**config.mk**
```make
export PLATFORM = sky130hd
export DESIGN_NAME = shift_reg_univ
export DESIGN_NICKNAME = d
export VERILOG_FILES = /design/src/rtl/shift_reg_pkg.sv /design/src/rtl/shift_reg_univ.sv
export SDC_FILE = /design/constraint.sdc
export NUM_CORES = 1
export LEC_CHECK = 0
export CORE_AREA = 8 8 54 56
export CTS_CLUSTER_DIAMETER = 60
export DETAILED_ROUTE_END_ITERATION = 10
export DIE_AREA = 0 0 62 64
export GPL_TIMING_DRIVEN = 0
export PLACE_DENSITY_LB_ADDON = 0.1
export SLEW_MARGIN = 20
export SYNTH_ARGS = -nofsm -noshare
export SYNTH_HDL_FRONTEND = slang
export SYNTH_SLANG_ARGS = --single-unit
```
**constraint.sdc**
```tcl
create_clock -name clk -period 2.7 [get_ports clk]
set_input_delay 0.81 -clock clk [delete_from_list [all_inputs] [get_ports clk]]
set_output_delay 0.81 -clock clk [all_outputs]
set_load 0.1 [all_outputs]
```
**src/rtl/shift_reg_pkg.sv**
```systemverilog
// shift_reg_pkg
//   Shared constants for the universal shift register: the mode select
//   width and the 3-bit operation encodings. Encoding 3'b111 is reserved
//   and decodes as HOLD.
package shift_reg_pkg;

    localparam int MODE_W = 3;

    localparam logic [MODE_W-1:0] MODE_HOLD = 3'b000;
    localparam logic [MODE_W-1:0] MODE_LOAD = 3'b001;
    localparam logic [MODE_W-1:0] MODE_SHL  = 3'b010;
    localparam logic [MODE_W-1:0] MODE_SHR  = 3'b011;
    localparam logic [MODE_W-1:0] MODE_ROL  = 3'b100;
    localparam logic [MODE_W-1:0] MODE_ROR  = 3'b101;
    localparam logic [MODE_W-1:0] MODE_ASR  = 3'b110;

endpackage

```
**src/rtl/shift_reg_univ.sv**
```systemverilog
// shift_reg_univ
//   Parametrised universal register with mode-selected load, shift, rotate
//   and arithmetic shift, plus an autonomous LSB-first serialiser burst.
//
// Ports
//   clk      rising-edge clock
//   clr      synchronous active-high reset; highest priority
//   ce       clock enable; low freezes q, burst counter and busy
//   mode     operation select (shift_reg_pkg MODE_*)
//   d        parallel load data (also the burst payload)
//   sin_lsb  serial input into q[0] on SHL
//   sin_msb  serial input into q[WIDTH-1] on SHR and during a burst
//   start    burst request; taken only when idle with ce high
//   q        register contents
//   sout     serial output, always q[0]
//   busy     high while a burst is in progress
//   done     one-cycle pulse on the edge that completes a burst
module shift_reg_univ
    import shift_reg_pkg::*;
#(
    parameter int               WIDTH     = 8,
    parameter logic [WIDTH-1:0] RESET_VAL = '0
) (
    input  logic              clk,
    input  logic              clr,
    input  logic              ce,
    input  logic [MODE_W-1:0] mode,
    input  logic [WIDTH-1:0]  d,
    input  logic              sin_lsb,
    input  logic              sin_msb,
    input  logic              start,
    output logic [WIDTH-1:0]  q,
    output logic              sout,
    output logic              busy,
    output logic              done
);

    localparam int CNT_W = (WIDTH > 2) ? $clog2(WIDTH) : 1;
    localparam logic [CNT_W-1:0] CNT_LAST = CNT_W'(WIDTH - 1);

    logic [WIDTH-1:0] r_q;
    logic [CNT_W-1:0] r_cnt;
    logic             r_busy;
    logic             r_done;
    logic             w_last;

    // The burst's final shift happens on the edge where the counter already
    // holds WIDTH-1, so busy covers exactly WIDTH ce-qualified cycles.
    assign w_last = r_busy && (r_cnt == CNT_LAST);

    always_ff @(posedge clk) begin
        if (clr) begin
            r_q    <= RESET_VAL;
            r_cnt  <= '0;
            r_busy <= 1'b0;
        end else if (ce) begin
            if (r_busy) begin
                // Mode and start are ignored while serialising.
                r_q <= {sin_msb, r_q[WIDTH-1:1]};
                if (w_last) begin
                    r_busy <= 1'b0;
                    r_cnt  <= '0;
                end else begin
                    r_cnt <= r_cnt + 1'b1;
                end
            end else if (start) begin
                r_q    <= d;
                r_busy <= 1'b1;
                r_cnt  <= '0;
            end else begin
                case (mode)
                    MODE_LOAD: r_q <= d;
                    MODE_SHL:  r_q <= {r_q[WIDTH-2:0], sin_lsb};
                    MODE_SHR:  r_q <= {sin_msb, r_q[WIDTH-1:1]};
                    MODE_ROL:  r_q <= {r_q[WIDTH-2:0], r_q[WIDTH-1]};
                    MODE_ROR:  r_q <= {r_q[0], r_q[WIDTH-1:1]};
                    MODE_ASR:  r_q <= {r_q[WIDTH-1], r_q[WIDTH-1:1]};
                    default:   r_q <= r_q;
                endcase
            end
        end
    end

    // done self-clears on every edge regardless of ce; an aborted burst
    // never reaches w_last with clr low, so it produces no pulse.
    always_ff @(posedge clk) begin
        if (clr) begin
            r_done <= 1'b0;
        end else begin
            r_done <= ce && w_last;
        end
    end

    assign q    = r_q;
    assign sout = r_q[0];
    assign busy = r_busy;
    assign done = r_done;

endmodule

```
## Yosys cells after proc, flatten, opt, wreduce, memory -nomap -nowiden

Index checks and enable logic that the tools add are counted.

| cells by class | value |
|---|---|
| reduce and logical (&&, ||, !) cells | 8 |
| equal/unequal tests | 8 |
| muxes and demuxes | 9 |
| add/sub/neg operators | 1 |

Operators by type and width:

| cell | count |
|---|---|
| $pmux W8 S6 | 1 |
| $mux W8 | 2 |
| $eq A3 B3 Y1 const B | 4 |
| $mux W3 | 3 |
| $reduce_bool A8 Y1 | 1 |
| $reduce_bool A7 Y1 | 1 |
| $eq A3 B2 Y1 const B | 2 |
| $reduce_and A2 Y1 | 2 |
| $add A3 B1 Y3 const B | 1 |
| $eq A3 B1 Y1 const B | 1 |
| $mux W1 | 3 |
| $ne A3 B3 Y1 const B | 1 |
| $reduce_and A3 Y1 | 1 |
| $logic_and A1 B1 Y1 | 2 |
| $reduce_bool A2 Y1 | 1 |

| storage, ports and cells | value |
|---|---|
| output and inout port bits | 11 |
| input port bits | 17 |
| logic and storage cells | 31 |
| register bits after elaboration | 13 |

## Depth between registers and ports, before layout

| depth | value |
|---|---|
| word-level depth | 4 |
| depth in mapped cells | 6 |
| depth with buffers taken out | 5 |

## Least setup slack after synthesis

Ideal clock, no wire load.

| timing path | value |
|---|---|
| kind | register to output |
| start point | reg r_q[0], in the netlist q[0] |
| end point | out q[0] |
| path slack | 488 ps |
| arrival time | 1,402 ps |
| required time | 1,890 ps |
| cell stages (with the launch flop) | 2 |
| cells stage by stage | dfxtp_1 > buf_4 |

RTL lines:

| item | RTL line | text |
|---|---|---|
| from (decl) | shift_reg_univ.sv:41 | `logic [WIDTH-1:0] r_q;` |
| from (signal assigned) | shift_reg_univ.sv:59 | `r_q <= {sin_msb, r_q[WIDTH-1:1]};` |
| from (signal assigned) | shift_reg_univ.sv:73 | `MODE_SHL: r_q <= {r_q[WIDTH-2:0], sin_lsb};` |
| from (signal assigned) | shift_reg_univ.sv:74 | `MODE_SHR: r_q <= {sin_msb, r_q[WIDTH-1:1]};` |
| to (decl) | shift_reg_univ.sv:32 | `output logic [WIDTH-1:0] q,` |

No word-level cell between the ends.

## Final worst setup path

| timing path | value |
|---|---|
| start point | reg r_done, in the netlist done |
| end point | out done |

RTL lines:

| item | RTL line | text |
|---|---|---|
| from (decl) | shift_reg_univ.sv:44 | `logic r_done;` |
| from (signal assigned) | shift_reg_univ.sv:90 | `r_done <= ce && w_last;` |
| to (decl) | shift_reg_univ.sv:35 | `output logic done` |

No word-level cell between the ends.

==> results.py <==
metrics = {
    "outcome": {
        "status": "completed",
    },
    "synth": {
        "synth-seq-area-share_pct": 26.7,
        "synth_cells": 107,
        "syn_area_per_cell_um2": 9.10,
        "synth_fp_nets": 126,
        "synth_area_um2": 973,
        "synth.distinct_cells": 33,
        "synth_warnings": 0,
        "synth_seq_cells": 13,
    },
    "global_routing": {
        "grt_pass1_wl_um": 4600,
        "grt_usage_pct": 15.2,
        "antenna_found_initial": 0,
        "grt_overflow": 0,
        "grt_pass1_vias": 944,
        "grt_max_degree": 11,
    },
    "floorplanning": {
        "die_w_um": 62,
        "core_area_um2": 2110,
        "die_h_um": 64,
        "io_pins": 28,
        "dieArea_um2": 3970,
        "floorplan.initialDensity_pct": 46.2,
        "row_count": 17,
    },
    "worst_setup_path": {
        "crit_required_ps": 1890,
        "rrSetupSlack_ps": 1290,
        "path_cells": "clkdlybuf4s50_1",
        "ff2ff_path_depth": 5,
        "crit_path_start_kind": "register",
        "cp_slowest_stage_delay_ps": 1120,
        "worstReg2RegEnd": "q[4]",
        "cp_data_arrival_time_ps": 1700,
        "critical-path-top-delay-family": "buffers and inverters",
        "cp-end-kind": "output port",
        "r2r-start": "busy",
        "crit_type": "register to output port",
        "crit_fanout": 1,
        "cp_slowest_cell": "clkdlybuf4s50_1",
        "path_buf_inv": 1,
    },
    "cts": {
        "cts-root-buf": "clkbuf_4",
        "numCtsBuffers": 3,
        "clk-insertion-delay-late_ps": 280,
        "clock_path_buffers": 2,
        "cts_setup_buffers": 0,
        "clk_pin_slew_ps": 70,
        "cts_max_level": 1,
        "cts_tree": "built",
        "cts_sinks": 13,
    },
    "final_layout": {
        "instances_no_fill": 165,
        "final_core_util_pct": 61.1,
        "layout.nets": 157,
        "final_common_cell": "clkdlybuf4s50_1",
        "layout_common_cells": "16 x clkdlybuf4s50_1, 13 x a21oi_1, 13 x dfxtp_1",
        "layout-drive-gt1-share_pct": 15.3,
        "syn_to_final_growth_pct": 32.1,
        "n_antenna_cell": 0,
        "n_fill_cell": 201,
    },
    "power_and_ir_drop": {
        "p_leak_nw": 0.539,
        "ir_drop_mv": 0.302,
        "power_density_nw_per_um2": 472,
        "finalPower_uw": 608,
    },
    "min_path": {
        "worstHoldPathCells": 2,
        "hold_path.class": "register to register",
        "min_to": "r_cnt[1]",
        "holdCritStartpoint": "r_cnt[1]",
    },
    "detailed_routing": {
        "dr.pass1.iters": 4,
        "wl_per_cell_um": 17.0,
        "drc_errors": 0,
        "drt_iter0_drc": 36,
        "routed_wl_um": 2810,
        "vias": 967,
        "via_per_inst": 5.86,
        "drt.antenna.violating_nets": 0,
    },
    "place": {
        "dp_hpwl_um": 1990,
        "portBuffers": 26,
        "gp_congestion": 0.825,
        "place_inst": 161,
    },
    "sta": {
        "max_freq_mhz": 398,
        "drv_slew": 0,
        "final.min_clock_period_ps": 2510,
        "slew-limit-headroom_pct": 35.5,
        "setup_viol": 0,
        "period_share_pct": 93.0,
        "whs_ps": 498,
        "fin_setup_tns_ps": 0,
        "worst_slew_pin_slew_ps": 965,
        "fin_skew_ps": 11.6,
        "rsz0062_at_grt": "no",
        "hold_violations": 0,
    },
    "flow_run": {
        "drv_cap": 0,
    },
}
==> sequential cells by signal, summed over array words and instances, names as in the netlist <==
register  flops
busy          1
done          1
q             8
r_cnt         3
==> worst max-delay path by stage <==
stage	from	to	slack (ps)	cells after the start
after floorplan	q[0]	q[0]	490	1
after global placement	mode[0]	q[1]	210	6
after detailed placement	mode[1]	q[1]	210	7
after CTS	q[0]	sout	20	1
after global routing	done	done	140	1
final	done	done	190	1
==> worst min-delay path: stages, from the launching register on <==
cell and delay, ps:
dfxtp_1 330, a32oi_1 60, nor2_1 70
==> synth_stat cells, drive strengths merged <==
cell type  number  share of area (%)
and3            1               0.64
xor2            1               0.90
nor3            2                1.5
mux2i           6                6.2
a2bb2oi         6                5.4
o21ai           4                2.4
inv             2               0.77
a311oi          9                9.4
a311o           1                1.0
a32oi           1               0.90
nand3           1                1.8
nand2          10                3.9
nor2            5                1.9
a21oi          13                6.7
dfxtp          13                 27
o21ba           1                1.0
nand3b          3                3.6
buf            10                9.4
o221ai          7                6.3
and2            4                2.8
ha              2                2.6
nor3b           1               0.77
and3b           2                1.8
o211ai          1               0.77
a22oi           1               0.77
==> cell type report <==
cell class	count	area, um^2	share of cell area (%)
Clock buffer	4	26.3	2.04
Multi-Input combinational cell	82	614	47.8
Buffer	10	91.3	7.10
Inverter	2	7.51	0.584
Timing Repair Buffer	26	251	19.6
Tap cell	28	35.0	2.72
Sequential cell	13	260	20.2
==> per-layer routing <==
layer / global-route usage, % / up-vias / wire [um]
met3: 4.60 / 2 / 216
met2: 25.1 / 30 / 1350
met4: 5.98 / 0 / 18
met1: 17.4 / 456 / 1220
met5: 0 / - / 0
li1: - / 479 / -
==> timing repair <==
action | CTS | global route
gates resized for setup | 9 | 1
endpoints found under the setup margin | 9 | 1
hold buffers | 0 | 0
==> through the flow <==
step	setup WS, ps	instance area [um^2]
after floorplan	488	973
after global placement	212	1270
after detailed placement	209	1270
after CTS	16.8	1280
after global routing	141	1290
final	190	1290
==> cell families (layout without fill, tap and decap cells) <==
kind of cell	count (synthesis)	count (layout)	share of synthesized area, %
adders and majority gates	2	2	2.57
and+or+nand+nor	29	29	18.8
muxes	6	6	6.17
AOI/OAI and AO/OA	44	44	34.7
xor gates and xnor gates	1	1	0.900
buffers and inverters	12	42	10.2
DFF	13	13	26.7
==> power breakdown <==
group	switching [mW]	leakage (nW)	internal, mW
Sequential	0.0211	0.107	0.205
Clock	0.0663	0.0150	0.0573
Combinational	0.168	0.417	0.0899
Total	0.256	0.539	0.352
No activity file was read; power rests on OpenSTA's default activity.
